$ cat src/rtl/numarator_pkg.sv
// Shared direction and mode encodings for the numarator counter family.
// Constants only; no logic and no latency.
package numarator_pkg;
  localparam logic DIR_UP    = 1'b1;
  localparam logic DIR_DOWN  = 1'b0;
  localparam logic MODE_WRAP = 1'b0;
  localparam logic MODE_SAT  = 1'b1;
endpackage

$ cat src/rtl/numarator_next.sv
// Combinational next-count and wrap/clamp event logic for one enabled step.
// Zero latency; no flow control, the caller decides when the result is taken.
module numarator_next
  import numarator_pkg::*;
#(
  parameter int WIDTH   = 5,
  parameter int MODULUS = 2**WIDTH,
  parameter int STEP_W  = 3
) (
  input  logic [WIDTH-1:0]  cur,
  input  logic [STEP_W-1:0] step,
  input  logic              up_down,
  input  logic              sat,
  output logic [WIDTH-1:0]  nxt,
  output logic              evt
);

  localparam logic [WIDTH:0]   MOD_X = (WIDTH+1)'(MODULUS);
  localparam logic [WIDTH:0]   TOP_X = (WIDTH+1)'(MODULUS - 1);
  localparam logic [WIDTH-1:0] TOP   = WIDTH'(MODULUS - 1);

  logic [WIDTH:0] step_x;
  logic [WIDTH:0] cur_x;
  logic [WIDTH:0] sum_x;

  always_comb begin
    step_x = (WIDTH+1)'(step);
    // An oversized step behaves like the largest legal one.
    if (step_x >= MOD_X) begin
      step_x = TOP_X;
    end
    cur_x = {1'b0, cur};
    sum_x = cur_x + step_x;
    nxt   = cur;
    evt   = 1'b0;
    if (up_down == DIR_UP) begin
      if (sum_x >= MOD_X) begin
        evt = 1'b1;
        nxt = (sat == MODE_SAT) ? TOP : WIDTH'(sum_x - MOD_X);
      end else begin
        nxt = WIDTH'(sum_x);
      end
    end else begin
      if (cur_x >= step_x) begin
        nxt = WIDTH'(cur_x - step_x);
      end else begin
        evt = 1'b1;
        nxt = (sat == MODE_SAT) ? '0 : WIDTH'(cur_x + MOD_X - step_x);
      end
    end
  end

endmodule

$ cat src/rtl/numarator_univ.sv
// Modulo-N up/down counter with step, wrap/saturate, tc pulse and sticky ovf.
// One edge from inputs to out/tc/ovf; zero/max follow out; no backpressure, every edge is taken.
module numarator_univ
  import numarator_pkg::*;
#(
  parameter int WIDTH   = 5,
  parameter int MODULUS = 2**WIDTH,
  parameter int STEP_W  = 3
) (
  input  logic              ck,
  input  logic              reset,
  input  logic              load,
  input  logic              en,
  input  logic              UpDown,
  input  logic              sat,
  input  logic [STEP_W-1:0] step,
  input  logic [WIDTH-1:0]  in,
  input  logic              clr_flag,
  output logic [WIDTH-1:0]  out,
  output logic              tc,
  output logic              ovf,
  output logic              zero,
  output logic              max
);

  localparam logic [WIDTH:0]   MOD_X = (WIDTH+1)'(MODULUS);
  localparam logic [WIDTH-1:0] TOP   = WIDTH'(MODULUS - 1);

  logic [WIDTH-1:0] out_q, out_d;
  logic             tc_q, tc_d;
  logic             ovf_q, ovf_d;
  logic [WIDTH-1:0] nxt;
  logic             evt;
  logic             ovf_set;

  numarator_next #(
    .WIDTH  (WIDTH),
    .MODULUS(MODULUS),
    .STEP_W (STEP_W)
  ) u_next (
    .cur    (out_q),
    .step   (step),
    .up_down(UpDown),
    .sat    (sat),
    .nxt    (nxt),
    .evt    (evt)
  );

  always_comb begin
    out_d   = out_q;
    tc_d    = 1'b0;
    ovf_set = 1'b0;
    if (load) begin
      if ({1'b0, in} >= MOD_X) begin
        out_d   = TOP;
        ovf_set = 1'b1;
      end else begin
        out_d = in;
      end
    end else if (en) begin
      out_d   = nxt;
      tc_d    = evt;
      ovf_set = evt;
    end
    // A new overflow outranks a simultaneous clear.
    ovf_d = ovf_set | (ovf_q & ~clr_flag);
  end

  always_ff @(posedge ck or posedge reset) begin
    if (reset) begin
      out_q <= '0;
      tc_q  <= 1'b0;
      ovf_q <= 1'b0;
    end else begin
      out_q <= out_d;
      tc_q  <= tc_d;
      ovf_q <= ovf_d;
    end
  end

  assign out  = out_q;
  assign tc   = tc_q;
  assign ovf  = ovf_q;
  assign zero = (out_q == '0);
  assign max  = (out_q == TOP);

endmodule

$ cat config.mk
export PLATFORM = sky130hd
export DESIGN_NAME = numarator_univ
export DESIGN_NICKNAME = d
export VERILOG_FILES = /design/src/rtl/numarator_pkg.sv /design/src/rtl/numarator_next.sv /design/src/rtl/numarator_univ.sv
export SDC_FILE = /design/constraint.sdc
export NUM_CORES = 1
export LEC_CHECK = 0
export CORE_ASPECT_RATIO = 1.2
export CORE_MARGIN = 8
export CORE_UTILIZATION = 45
export DETAILED_ROUTE_END_ITERATION = 6
export GPL_TIMING_DRIVEN = 0
export PLACE_DENSITY = 0.77
export SKIP_CTS_REPAIR_TIMING = 1
export SYNTH_ARGS = -nofsm -noshare
export SYNTH_HDL_FRONTEND = slang
export SYNTH_SLANG_ARGS = --single-unit
$ cat constraint.sdc
create_clock -name ck -period 2.6 [get_ports ck]
set_input_delay 0.52 -clock ck [delete_from_list [all_inputs] [get_ports ck]]
set_output_delay 0.52 -clock ck [all_outputs]
set_load 0.03 [all_outputs]
==> out/qor.yml, run 1 <==
multi_input_comb_area_um2: 519
synth.distinct_cells: 35
synth_area_um2: 766
dp.cells: 127
final_cells: 131
worstReg2RegEnd: "out[4]"
cts_tree: "built"
yosys.area.top_type_share_pct: 22.9
hold_slack_ps: 471
ys_ff_latch: 7
synth-edff-count: 0
synth_commonest_cells: "8 x inv_1, 8 x nor2_1, 7 x a21oi_1, 7 x dfrtp_1, 6 x ha_1"
synth_fp_nets: 110
fin_skew_ps: 8.57
report.power.total_uw: 499
clk_pin_slew_ps: 50
syn_to_final_growth_pct: 36.1
globalRouteTotalUtil_pct: 11.8
drc: 0
fin_crit_ps: 2350
critPathLaunch: "step[1]"
worst_ep_arrival_time_ps: 2490
end_kind: "register"
clkLatencyLatePin_ps: 250
wl_per_cell_um: 14.3
r2r-start: "out[0]"
synth_cells: 87
crit_end: "out[3]"
synth_top_flop_cell: "dfrtp_1"
rsz0062_at_grt: "false"
timing.final.crit_share_pct: 90.2
routed_wl_mm: 1.87
grt_pass1_vias: 696
finalSetupViolations: 0
ant_nets: 0
final_layout_size_suffix_gt1_share_pct: 15.0
cts_buffers: 3
die_h_um: 61.2
crit_type: "in2reg"
slew_headroom_pct: 74.1
hold_viol: 0
tightest_slew_ps: 389
grt_max_degree: 11
antenna_cells: 0
yosys_warnings: 0
initial_utilization_pct: 47.2
antenna_found_initial: 0
async_flop_share_pct: 100
startpoint_type: "input port"
yosys.area.top_type: "dfrtp_1"
regArea_um2: 175
gp_congestion: 0.822
final_max_slew_viol_count: 0
clockRootBuffer: "clkbuf_4"
initialDrtViolationCount: 15
seq_area_frac_synth_pct: 22.9
fp-row-count: 16
htreeDepth: 1
nFillCells: 140
cp_max_fo: 4
fp.dieArea_um2: 3280
core-area_um2: 1620
cts_sinks: 7
powerDensity_nw_per_um2: 479
die-width_um: 53.7
maxClockFrequency_mhz: 426
peakVddDrop_v: 0.000312
via_per_inst: 5.47
drt-pass1-iter-count: 4
hold_class: "reg2reg"
reg2reg_slack_ps: 600
leakage_uw: 0.000473
status: "complete, no violations"
required_ps: 2750
num_vias: 716
avgSynthCellArea_um2: 8.80
portBuffers: 22
netlist_top_cells_area: "dfrtp_1 23%, ha_1 9.8%, fa_1 5.2%"
io_pins: 24
reg2reg_depth: 7
grt_overflow_total: 0
clockBufferDepth: 2
hpwl_mm: 1.59
layout.nets: 137
grt_pass1_wl_mm: 2.97
maxCapViolCount: 0
[where the power goes]
part           switching (uW)  internal [uW]
clock                    40.9           58.6
combinational             139            124
sequential               15.2            121
total                     195            304
[layout make-up]
cell class              count  area share (%)
repair buffers             22            21.4
multi-input cells          67            49.8
well taps                  18            2.16
flip-flops and latches      7            16.8
inverters                   8            2.88
plain buffers               5            4.44
clock buffers               4            2.52
[state kept, by name (all words and copies together) (netlist names)]
| signal | count |
|---|---|
| ovf | 1 |
| out | 5 |
| tc | 1 |
[logic make-up (layout without fill, tap and decap cells)]
kind of cell	count (synthesis)	after routing	synth area share, %
AOI/OAI and AO/OA	23	23	20.4
xor gates and xnor gates	4	4	4.57
adders and majority gates	8	8	15.0
and+or+nand+nor	32	32	27.1
DFF	7	7	22.9
buffers and inverters	13	39	9.97
[layer usage]
metal | routed length, um | share of wire (%) | GRT usage, %
met5 | 0 | 0 | 0
met4 | 15 | 0.80 | 3.25
met3 | 117 | 6.2 | 2.90
met2 | 969 | 52 | 21.0
met1 | 771 | 41 | 13.5
[cell usage in the layout (no fill, tap or decap), types with 2 or more instances in the layout]
cell             instances
xnor2_1                  4
clkdlybuf4s50_1         21
inv_1                    8
o31ai_1                  4
fa_1                     2
nand2b_1                 2
a21oi_1                  7
clkbuf_1                 2
o21ai_2                  2
o21ai_0                  3
nor3b_1                  4
clkbuf_4                 3
buf_6                    2
nor2_1                   8
o311a_1                  2
nand3_1                  2
dfrtp_1                  7
ha_1                     6
nor2b_1                  2
nor3_1                   3
[worst max-delay path, stage by stage]
cell,delay (ps)
clkdlybuf4s50_1,580
inv_1,70
ha_1,370
nor3b_2,270
nor3_1,120
o21ai_2,250
nor2_1,80
o31ai_1,230
[how the worst min path moves through the flow]
stage,startpoint,endpoint,depth (start not counted)
after floorplan,reset,out[0],1
after global placement,ovf,ovf,1
after detailed placement,ovf,ovf,1
after CTS,ovf,ovf,1
after global routing,ovf,ovf,1
final,ovf,ovf,1
[through the flow]
step	setup WS, ps	TNS [ps]	cell area [um2]	utilization (%)
finish	254	0	1040	64.3
CTS	7.86	0	1030	63.8
detailed placement	-87.8	-264	1010	62.2
global route	57.3	0	1040	64.3
global placement	-61.6	-126	1010	62.2
floorplan	505	0	766	-
Note: power is estimated with default switching activity, not from simulation.
==> inputs of run 2 (changes only) <==
SKIP_LAST_GASP = 1   (was unset)
==> results of run 2 <==
The final DEF is identical to that of run 1; final timing and power are the same.
==> inputs of run 3 (changes only) <==
clock period = 2.63 ns   (was 2.6 ns; I/O delays follow)
==> run 3 against run 2 <==
Compared with the run above: global-route usage did not move; clock-buffer cell count is the same; die area did not move; sequential share of layout area rose by 0.081 points; clock power down 1%.
==> out/qor.yml, run 3 (synthesis gave the netlist of run 1 again) <==
path_delay_family: "buffers and inverters"
powerDensity_nw_per_um2: 473
rsz0062_at_grt: "false"
crit_buf_inv: 2
end_kind: "register"
htreeDepth: 1
fp-row-count: 16
fp.dieArea_um2: 3280
cts_buffers: 3
setup_ws_ps: 219
final_common_cell: "clkdlybuf4s50_1"
die-width_um: 53.7
routed_wl_mm: 1.85
cts_tree: "built"
reg2reg_slack_ps: 630
initial_utilization_pct: 47.2
initialDrtViolationCount: 16
grt_overflow_total: 0
maxClockFrequency_mhz: 415
status: "complete, no violations"
slew_headroom_pct: 74.1
cts_sinks: 7
clkLatencyLatePin_ps: 250
fin_skew_ps: 8.57
layout.nets: 137
die_h_um: 61.2
clockBufferDepth: 2
grt_pass1_wl_mm: 2.97
final_max_slew_viol_count: 0
report.power.total_uw: 491
path_cells: "clkdlybuf4s50_1 > inv_1 > ha_1 > nor3b_1 > nor3_1 > o21ai_2 > nor2_1 > o31ai_1"
tightest_slew_ps: 388
cp_max_fo: 4
finalSetupViolations: 0
ant_nets: 0
required_ps: 2780
leakage_uw: 0.000471
timing.final.crit_share_pct: 91.7
cpPeakStageDelay_ps: 580
wl_per_cell_um: 14.1
io_pins: 24
portBuffers: 22
gp_congestion: 0.822
grt_pass1_vias: 696
worst_ep_arrival_time_ps: 2560
largest_register_ffs: 5
grt_max_degree: 11
place_ws_ps: -63.8
antenna_found_initial: 0
clk_pin_slew_ps: 50
hold_class: "reg2reg"
syn_to_final_growth_pct: 35.5
drc: 0
startpoint_type: "input port"
clockRootBuffer: "clkbuf_4"
core-area_um2: 1620
fin_crit_ps: 2410
globalRouteTotalUtil_pct: 11.8
worst_path_max_delay_cell: "clkdlybuf4s50_1"
via_per_inst: 5.46
num_vias: 715
peakVddDrop_v: 0.000305
antenna_cells: 0
maxCapViolCount: 0
crit_type: "in2reg"
hpwl_mm: 1.59
final_cell_mix: "21 x clkdlybuf4s50_1, 8 x inv_1, 8 x nor2_1"
final_layout_size_suffix_gt1_share_pct: 14.2
drt-pass1-iter-count: 4
hold_viol: 0
## run 3: cell counts in the layout (fill, tap and decap cells not counted)
No cell type changed its count.
## run 3: worst paths after layout
check / depth (start not counted) / from / endpoint
worst max-delay path: 8 / step[1] / out[3]
worst min-delay path: 1 / ovf / ovf
worst max register to register: 7 / out[0] / out[4]
worst min register to register: 1 / ovf / ovf
max in group asynchronous: 2 / reset / out[3]
min in group asynchronous: 2 / reset / out[1]
## run 3: layer usage
layer	global-route usage (%)	vias to the layer above	share of wire, %
met5	0	-	0
met4	3.25	0	0.81
met3	2.90	4	6.4
met2	21.0	23	51
met1	13.5	323	41
li1	-	365	-
## run 3: stage by stage
stage / setup TNS (ps) / instances / utilization, % / cell area [um2] / hold WS [ps]
after floorplan: 0 / 87 / - / 766 / 329
after global placement: -67.6 / 127 / 62.2 / 1010 / 459
after detailed placement: -168 / 127 / 62.2 / 1010 / 466
after CTS: 0 / 131 / 63.8 / 1030 / 477
after global routing: 0 / 131 / 64.0 / 1040 / 491
final: 0 / 131 / 64.0 / 1040 / 471
## run 3: power by group
group	internal, uW	switching [uW]
Sequential	120	14.9
Combinational	122	136
Clock	57.9	40.5
Total	300	191
## run 3: area by class of cell
| type | count | area, um2 |
|---|---|---|
| clock buffers | 4 | 26.3 |
| fillers | 140 | 584 |
| inverters | 8 | 30.0 |
| repair buffers | 22 | 223 |
| plain buffers | 5 | 46.3 |
| multi-input cells | 67 | 514 |
| flip-flops and latches | 7 | 175 |
| well taps | 18 | 22.5 |
==> edit, RTL diff (flow settings as in run 1) <==
`WIDTH` is set to 5 in 2 places; all go to 6.
--- a/src/rtl/numarator_next.sv
+++ b/src/rtl/numarator_next.sv
@@ -5,3 +5,3 @@
 #(
-  parameter int WIDTH   = 5,
+  parameter int WIDTH   = 6,
   parameter int MODULUS = 2**WIDTH,
--- a/src/rtl/numarator_univ.sv
+++ b/src/rtl/numarator_univ.sv
@@ -5,3 +5,3 @@
 #(
-  parameter int WIDTH   = 5,
+  parameter int WIDTH   = 6,
   parameter int MODULUS = 2**WIDTH,
Interface: changed (resized in and out); port bits go from 24 to 26. No check against the original RTL was run, so the function may have changed too.
==> edit against run 1 <==
Critical path depth unchanged. Non-clock buffer count grew 4. Total power increased by 11%. Cell count grew 21%. Wire length grew 25%. Design area increased by 13%. Area after synthesis increased by 15%. Worst setup slack worse by 0.099 ns. Sequential cell count rose by 1. Critical path type unchanged.
==> edit: results (changes against run 1) <==
[run_status]
status=finished clean  ; unchanged

[logic_synthesis]
synth_area_leaders=dfrtp_1, ha_1, nor2_1  ; was dfrtp_1, ha_1, fa_1
synthTopCellsByCount=nor2_1, a21oi_1, nand2_1, dfrtp_1, inv_1  ; was inv_1, nor2_1, a21oi_1, dfrtp_1, ha_1
ys_seq_area_share_pct=22.8  ; was 22.9%
async_reset_ff_share_pct=100  ; unchanged
syn_inst=111  ; was 87
syn-num-nets=135  ; was 110
synth-main-ff-cell=dfrtp_1  ; unchanged

[global_routing]
grt_util_all_layers_pct=13.7  ; was 11.8%
grt_pass1_vias=964  ; was 696
met3_usage_pct=4.94  ; was 2.90%
grt_max_degree=11  ; unchanged
grtUsageMet2_pct=22.8  ; was 21.0%
met1_usage_pct=15.3  ; was 13.5%
grt_pass1_wl_um=4170  ; was 2970 um
antenna_found_initial=0  ; unchanged

[critical_path]
worst-endpoint-arrival_ns=2.58  ; was 2.49 ns
worstPathMaxFanout=3  ; was 4
r2r_slack_ns=0.38  ; was 0.60 ns
regToRegStartpoint=out[0]$_DFFE_PP0P_  ; unchanged
setup.worst_path.start=step[0]  ; was step[1]

[routing]
drt_iter0_markers=30  ; was 15
drt-vias-per-instance=5.82  ; was 5.47
dr.pass1.iters=4  ; unchanged
detail_route.wl_per_cell_um=14.8  ; was 14.3 um
vias=919  ; was 716

[timing]
fin_skew_ns=0.000939  ; was 0.00857 ns
max_slew_margin_pct=73.1  ; was 74.1%
fin_hold_ws_ns=0.518  ; was 0.471 ns
clock.fmax_mhz=409  ; was 426 MHz

[cts]
numCtsBuffers=3  ; unchanged
root_buffer=clkbuf_4  ; unchanged
clkLatencyLatePin_ns=0.26

[place]
post_dp_cell_area_mm2=0.00115  ; was 0.00101 mm2
gp_congestion=0.917  ; was 0.822
dp_hpwl_um=1890  ; was 1590 um
placedCellCount=155  ; was 127
pre_cts_ws_ns=-0.135  ; was -0.0878 ns
portBuffers=25  ; was 22

[pwr]
cellLeakagePower_nw=0.504  ; was 0.473 nW
vdd_drop_max_uv=285  ; was 312 uV
p_int_uw=330  ; was 304 uW

[layout]
largest_reg_flops=6  ; was 5
n_antenna_cell=0  ; unchanged
nets=165  ; was 137
layout-drive-gt1-share_pct=10.1  ; was 15.0%

[hold_path]
hold_class=in -> async  ; was reg -> reg

==> edit: power groups by stage <==
| stage | clock, mW | sequential (mW) | combinational [mW] |
|---|---|---|---|
| after floorplan | 0 | 0.184 | 0.172 |
| after global placement | 0 | 0.159 | 0.289 |
| after detailed placement | 0 | 0.160 | 0.294 |
| after CTS | 0.105 | 0.158 | 0.295 |
| after global routing | 0.109 | 0.160 | 0.327 |
| final | 0.101 | 0.158 | 0.294 |
==> edit: final timing paths <==
check | end | depth (start not counted)
max in group asynchronous | out[5]$_DFFE_PP0P_ | 2
min in group ck | ovf$_DFF_PP0_ | 2
min | out[3]$_DFFE_PP0P_ | 2
min reg2reg | ovf$_DFF_PP0_ | 2
max | out[4]$_DFFE_PP0P_ | 8
max reg2reg | out[4]$_DFFE_PP0P_ | 7
==> edit: logic make-up after synthesis <==
family	share of synthesized area (%)
XOR/XNOR	4.99
buffers and inverters	8.40
adder cells (fa/ha/maj)	13.1
multiplexers	2.56
AO/OA/AOI/OAI	23.4
flip-flops	22.8
AND/OR/NAND/NOR	24.8
==> edit: metal layers <==
layer | up-vias | part of all wire [%]
met2 | 35 | 50
met1 | 429 | 42
met4 | 0 | 2.3
li1 | 447 | -
met3 | 8 | 6.3
met5 | - | 0
==> edit: layout make-up <==
| class | instances | area (um2) |
|---|---|---|
| clock buffer | 3 | 22.5 |
| fill | 164 | 673 |
| buffer | 6 | 47.5 |
| multi-input combinational | 90 | 604 |
| tap | 19 | 23.8 |
| inverter | 7 | 26.3 |
| sequential | 8 | 200 |
| timing repair buffer | 25 | 253 |
==> edit: critical path: stages <==
cell             delay [ns]
clkdlybuf4s50_1        0.43
ha_1                   0.23
fa_1                   0.41
nor2b_2                0.19
o21ai_0                0.17
mux2_2                 0.36
a31oi_1                0.18
o21ai_1                0.07
